==> config.mk <==
export PLATFORM = sky130hd
export DESIGN_NAME = cae_pll_ctl
export DESIGN_NICKNAME = d
export VERILOG_FILES = /design/src/rtl/cae_pll_ctl.sv
export SDC_FILE = /design/constraint.sdc
export NUM_CORES = 1
export LEC_CHECK = 0
export BUFFER_PORTS_ARGS = -buffer_cell sky130_fd_sc_hd__buf_2
export CORE_MARGIN = 5
export CORE_UTILIZATION = 59
export DETAILED_ROUTE_END_ITERATION = 10
export PLACE_DENSITY = 0.81
export SLEW_MARGIN = 20
export SYNTH_ARGS = -nofsm -noshare
export SYNTH_HDL_FRONTEND = slang
export SYNTH_SLANG_ARGS = --single-unit
==> constraint.sdc <==
create_clock -name clk -period 4.75 [get_ports clk]
set_input_delay 1.1875 -clock clk [delete_from_list [all_inputs] [get_ports clk]]
set_output_delay 1.1875 -clock clk [all_outputs]
set_load 0.02 [all_outputs]
==> src/rtl/cae_pll_ctl.sv <==
// cae_pll_ctl -- PLL reset / lock supervisor.
//
// Drives the PLL reset, waits for lock, and requires lock to stay stable
// for a number of cycles before declaring the clock ready. A lock timeout
// triggers a fresh reset attempt, up to MAX_RETRIES re-attempts, after
// which the controller parks in FAIL until i_reset.
//
// Optional feature (macro CAE_PLL_CTL_AUTORELOCK_EN):
//   defined   -> loss of lock while ready restarts the reset sequence
//   undefined -> loss of lock while ready goes to FAIL
//
// Ports:
//   clk          sole clock, rising edge
//   i_reset      synchronous active-high reset
//   ppll_locked  PLL lock indication, asynchronous to clk (synchronized here)
//   ppll_reset   PLL reset request, active-high (registered)
//   pll_ready    PLL locked and stable (registered)
//   pll_fail     all lock attempts exhausted (registered)
//   lock_lost    sticky: lock dropped while ready (registered)
//   retry_cnt    lock timeouts in the current sequence, saturating
//   dbg_state_o  current FSM state: 0 RST, 1 WAIT_LOCK, 2 STABLE, 3 READY, 4 FAIL
//
// There is no valid/ready handshake on this block: all inputs are levels.
module cae_pll_ctl #(
  parameter int unsigned RST_CYCLES    = 16,
  parameter int unsigned LOCK_TIMEOUT  = 4096,
  parameter int unsigned STABLE_CYCLES = 64,
  parameter int unsigned MAX_RETRIES   = 3
) (
  input  logic       clk,
  input  logic       i_reset,
  input  logic       ppll_locked,
  output logic       ppll_reset,
  output logic       pll_ready,
  output logic       pll_fail,
  output logic       lock_lost,
  output logic [3:0] retry_cnt,
  output logic [2:0] dbg_state_o
);

  localparam logic [2:0] ST_RST       = 3'd0;
  localparam logic [2:0] ST_WAIT_LOCK = 3'd1;
  localparam logic [2:0] ST_STABLE    = 3'd2;
  localparam logic [2:0] ST_READY     = 3'd3;
  localparam logic [2:0] ST_FAIL      = 3'd4;

  // Terminal counts are "last value" so each counter compares against the
  // cycle on which the transition edge occurs.
  localparam logic [7:0]  RST_LAST  = 8'(RST_CYCLES - 1);
  localparam logic [15:0] TO_LAST   = 16'(LOCK_TIMEOUT - 1);
  localparam logic [7:0]  STB_LAST  = 8'(STABLE_CYCLES - 1);
  localparam logic [3:0]  RETRY_MAX = 4'(MAX_RETRIES);

  logic        sync1_q;
  logic        locked_s_q;
  logic [2:0]  state_q,   state_d;
  logic [7:0]  rst_cnt_q, rst_cnt_d;
  logic [15:0] to_cnt_q,  to_cnt_d;
  logic [7:0]  stb_cnt_q, stb_cnt_d;
  logic [3:0]  retry_q,   retry_d;
  logic        lock_lost_q, lock_lost_d;
  logic        ppll_reset_q;
  logic        pll_ready_q;
  logic        pll_fail_q;

  always_comb begin
    state_d     = state_q;
    rst_cnt_d   = rst_cnt_q;
    to_cnt_d    = to_cnt_q;
    stb_cnt_d   = stb_cnt_q;
    retry_d     = retry_q;
    lock_lost_d = lock_lost_q;
    case (state_q)
      ST_RST: begin
        to_cnt_d  = '0;
        stb_cnt_d = '0;
        if (rst_cnt_q == RST_LAST) begin
          rst_cnt_d = '0;
          state_d   = ST_WAIT_LOCK;
        end else begin
          rst_cnt_d = rst_cnt_q + 8'd1;
        end
      end
      ST_WAIT_LOCK: begin
        to_cnt_d = to_cnt_q + 16'd1;
        // Lock is tested first so it wins over a coincident timeout.
        if (locked_s_q) begin
          state_d   = ST_STABLE;
          stb_cnt_d = '0;
        // >= rather than ==: a lock won on the timeout edge leaves the
        // counter past TO_LAST, and a later return here must still time out.
        end else if (to_cnt_q >= TO_LAST) begin
          if (retry_q < RETRY_MAX) begin
            retry_d = retry_q + 4'd1;
            state_d = ST_RST;
          end else begin
            state_d = ST_FAIL;
          end
        end
      end
      ST_STABLE: begin
        // Timeout counter is deliberately held, not cleared, on a glitch.
        if (!locked_s_q) begin
          state_d   = ST_WAIT_LOCK;
          stb_cnt_d = '0;
        end else if (stb_cnt_q == STB_LAST) begin
          state_d   = ST_READY;
          stb_cnt_d = '0;
          retry_d   = '0;
        end else begin
          stb_cnt_d = stb_cnt_q + 8'd1;
        end
      end
      ST_READY: begin
        if (!locked_s_q) begin
          lock_lost_d = 1'b1;
`ifdef CAE_PLL_CTL_AUTORELOCK_EN
          state_d = ST_RST;
          retry_d = '0;
`else
          state_d = ST_FAIL;
`endif
        end
      end
      ST_FAIL: begin
        state_d = ST_FAIL;
      end
      default: begin
        state_d = ST_RST;
      end
    endcase
  end

  always_ff @(posedge clk) begin
    if (i_reset) begin
      sync1_q      <= 1'b0;
      locked_s_q   <= 1'b0;
      state_q      <= ST_RST;
      rst_cnt_q    <= '0;
      to_cnt_q     <= '0;
      stb_cnt_q    <= '0;
      retry_q      <= '0;
      lock_lost_q  <= 1'b0;
      ppll_reset_q <= 1'b1;
      pll_ready_q  <= 1'b0;
      pll_fail_q   <= 1'b0;
    end else begin
      sync1_q      <= ppll_locked;
      locked_s_q   <= sync1_q;
      state_q      <= state_d;
      rst_cnt_q    <= rst_cnt_d;
      to_cnt_q     <= to_cnt_d;
      stb_cnt_q    <= stb_cnt_d;
      retry_q      <= retry_d;
      lock_lost_q  <= lock_lost_d;
      // Outputs are decoded from the next state so they change on the same
      // edge as the state register, with no combinational path to ports.
      ppll_reset_q <= (state_d == ST_RST) || (state_d == ST_FAIL);
      pll_ready_q  <= (state_d == ST_READY);
      pll_fail_q   <= (state_d == ST_FAIL);
    end
  end

  assign ppll_reset  = ppll_reset_q;
  assign pll_ready   = pll_ready_q;
  assign pll_fail    = pll_fail_q;
  assign lock_lost   = lock_lost_q;
  assign retry_cnt   = retry_q;
  assign dbg_state_o = state_q;

endmodule
==> results.sh <==
export IMPL_initial_utilization=0.600
export IMPL_vias_per_cell=5.98
export IMPL_cp_slowest_cell="dfxtp_1"
export IMPL_antenna_found_initial=0
export IMPL_insertion_delay_ns=0.29
export IMPL_htreeDepth=2
export IMPL_die_area_um2=5010
export IMPL_antenna_cells=0
export IMPL_synth_most_common_cell="dfxtp_1"
export IMPL_max_stage_delay_ns=0.68
export IMPL_synth_area_um2=2180
export IMPL_route_detailed_drc=0
export IMPL_finalSetupViolations=0
export IMPL_synthDistinctLibCells=54
export IMPL_hp_class="reg -> reg"
export IMPL_fin_crit_ns=2.43
export IMPL_maxCapViolations=0
export IMPL_synth_top_area_cell="dfxtp_1"
export IMPL_arrival_ns=1.24
export IMPL_synthArstFlopShare=0
export IMPL_fin_tns_setup_ns=0
export IMPL_wl_um=4240
export IMPL_fp_dieW_um=70.8
export IMPL_relSlewSlack=0.592
export IMPL_hpwlAfterDp_um=2950
export IMPL_p_leak_nw=0.838
export IMPL_synth_top_cells_by_area="dfxtp_1 (41%), nor2_1 (5.2%), a21oi_1 (5.1%), nand2_1 (3.4%), xnor2_1 (3.2%)"
export IMPL_path_cells="buf_2"
export IMPL_yosys_warnings=0
export IMPL_synth_edf_count=0
export IMPL_synthFlopType="dfxtp_1"
export IMPL_synth_common_cells="dfxtp_1 (45), nor2_1 (30), a21oi_1 (22)"
export IMPL_syn_nets=259
export IMPL_num_vias=1848
export IMPL_gp_congestion=0.811
export IMPL_syn_inst=252
export IMPL_clock_sinks=45
export IMPL_rsz0062_at_grt="false"
export IMPL_p_per_area_nw_per_um2=277
export IMPL_ctsHoldBuffers=0
export IMPL_gr_total_overflow=0
export IMPL_path_buf_inv=1
export IMPL_status="finished, final reports clean"
export IMPL_maxSlewViolCount=0
export IMPL_areaGrowthSynthToFinish_pct=7.23
export IMPL_nets=267
export IMPL_drive_above_1_share=0.130
export IMPL_end_kind="output pin"
export IMPL_rows=22
export IMPL_cts_buffers=5
export IMPL_grt_pass1_wl_um=7100
export IMPL_crit_family="flip-flops"
export IMPL_criticalPathCategory="reg -> out"
export IMPL_post_cts_setup_buffers=0
export IMPL_syn_avg_cell_area_um2=8.65
export IMPL_ant_nets=0
export IMPL_peakVddDrop_v=0.000216
export IMPL_die_height_um=70.8
export IMPL_fill_cells=318
export IMPL_clockRootBuffer="clkbuf_8"
export IMPL_tritoncts="done"
export IMPL_hold_violations=0
export IMPL_drt_iter0_markers=114
export IMPL_skew_ns=0.00403
export IMPL_synth_top_area_share=0.413
export IMPL_worstMarginPinSlew_ns=0.613
export IMPL_grt_usage=0.174
export IMPL_worst_slack_ns=2.32
export IMPL_startpoint_type="flip-flop"
export IMPL_synth_seq_area_share=0.413
export IMPL_fin_util=0.643
export IMPL_clk_pin_slew_ns=0.08
export IMPL_portBuffers=13
export IMPL_ioPinCount=14
export IMPL_worst_ep_required_time_ns=3.56
export IMPL_worstPathMaxFanout=17
export IMPL_power_mw=0.649
export IMPL_grt_max_degree=36
export IMPL_cts_resized=0
export IMPL_max_freq_ghz=0.412
export IMPL_first_pass_iters=4
export IMPL_final_period_utilization=0.511
export IMPL_cts_path_max_buffers=2
export IMPL_pre_cts_slack_ns=2.50
export IMPL_wl_per_cell_um=13.7
export IMPL_coreArea_um2=3630
export IMPL_grt_pass1_vias=1569
export IMPL_multi_input_area_um2=1200
export IMPL_regArea_um2=901
export IMPL_synth_seq_cells=45
==> placed cells by master, fill, tap and decap left out, types with 3 or more instances in the layout <==
master and n:
buf_2 13, nand3_1 8, a21oi_1 22, and3_1 4, a22oi_1 3, clkbuf_8 7, a31oi_1 5, a211oi_1 3
nor2_1 30, o21ai_0 8, inv_1 3, mux2i_1 3, nand2_1 20, and4_1 3, and2_1 4, dfxtp_1 45
nor2b_1 4, nor3_1 6, ha_1 4, o211ai_1 3, xnor2_1 8, or3_1 6, nand4_1 9
==> path summary, 6_finish.rpt <==
| path | cells after the start | slack, ns | start | to |
|---|---|---|---|---|
| worst max-delay path | 1 | 2.32 | dbg_state_o[0] | dbg_state_o[0] |
| worst min-delay path | 1 | 0.45 | sync1_q | locked_s_q |
| worst max register to register | 4 | 2.67 | dbg_state_o[0] | to_cnt_q[9] |
| worst min register to register | 1 | 0.45 | sync1_q | locked_s_q |
==> flip-flops by register name, summed over array words and instances, names as in the netlist <==
signal,count
stb_cnt_q,8
retry_cnt,4
rst_cnt_q,8
pll_fail,1
pll_ready,1
to_cnt_q,16
lock_lost,1
ppll_reset,1
sync1_q,1
dbg_state_o,3
locked_s_q,1
==> power breakdown <==
part	switching (mW)	total, mW	internal (mW)
Clock	0.122	0.253	0.131
Sequential	0.00270	0.383	0.380
Combinational	0.00842	0.0130	0.00457
Total	0.133	0.649	0.516
==> final cells by class <==
cell class / count / share of cell area
clock inverter: 1 / 0.00214
sequential: 45 / 0.385
inverter: 3 / 0.00482
clock buffer: 7 / 0.0412
tap: 48 / 0.0257
timing repair buffer: 13 / 0.0278
multi-input combinational: 192 / 0.513
==> worst reg2reg max path, delay by kind of cell (launching register included) <==
family           cells  cell delay (ns)
flip-flops           1             0.68
multiplexers         1             0.38
AND/OR/NAND/NOR      3             0.96
==> cell families after synthesis <==
logic type	after synthesis	synth area share
XOR/XNOR	9	0.0362
multiplexers	6	0.0293
buffers and inverters	15	0.0367
flip-flops	45	0.413
AND/OR/NAND/NOR	116	0.297
adder cells (fa/ha/maj)	4	0.0230
AO/OA/AOI/OAI	57	0.165
==> metal layers <==
layer | GRT usage | routed length, um | vias up
li1 | - | - | 936
met1 | 0.241 | 2010 | 864
met2 | 0.267 | 1960 | 42
met3 | 0.0497 | 211 | 6
met4 | 0.0501 | 53 | 0
met5 | 0 | 0 | -
==> metrics by stage <==
stage	cells	hold WS (ns)	instance area [um2]
floorplan	252	0.414	2180
global placement	301	0.426	2240
detailed placement	301	0.434	2240
CTS	309	0.453	2340
global route	309	0.469	2340
finish	309	0.446	2340
Power figures use the tool's default switching activity.
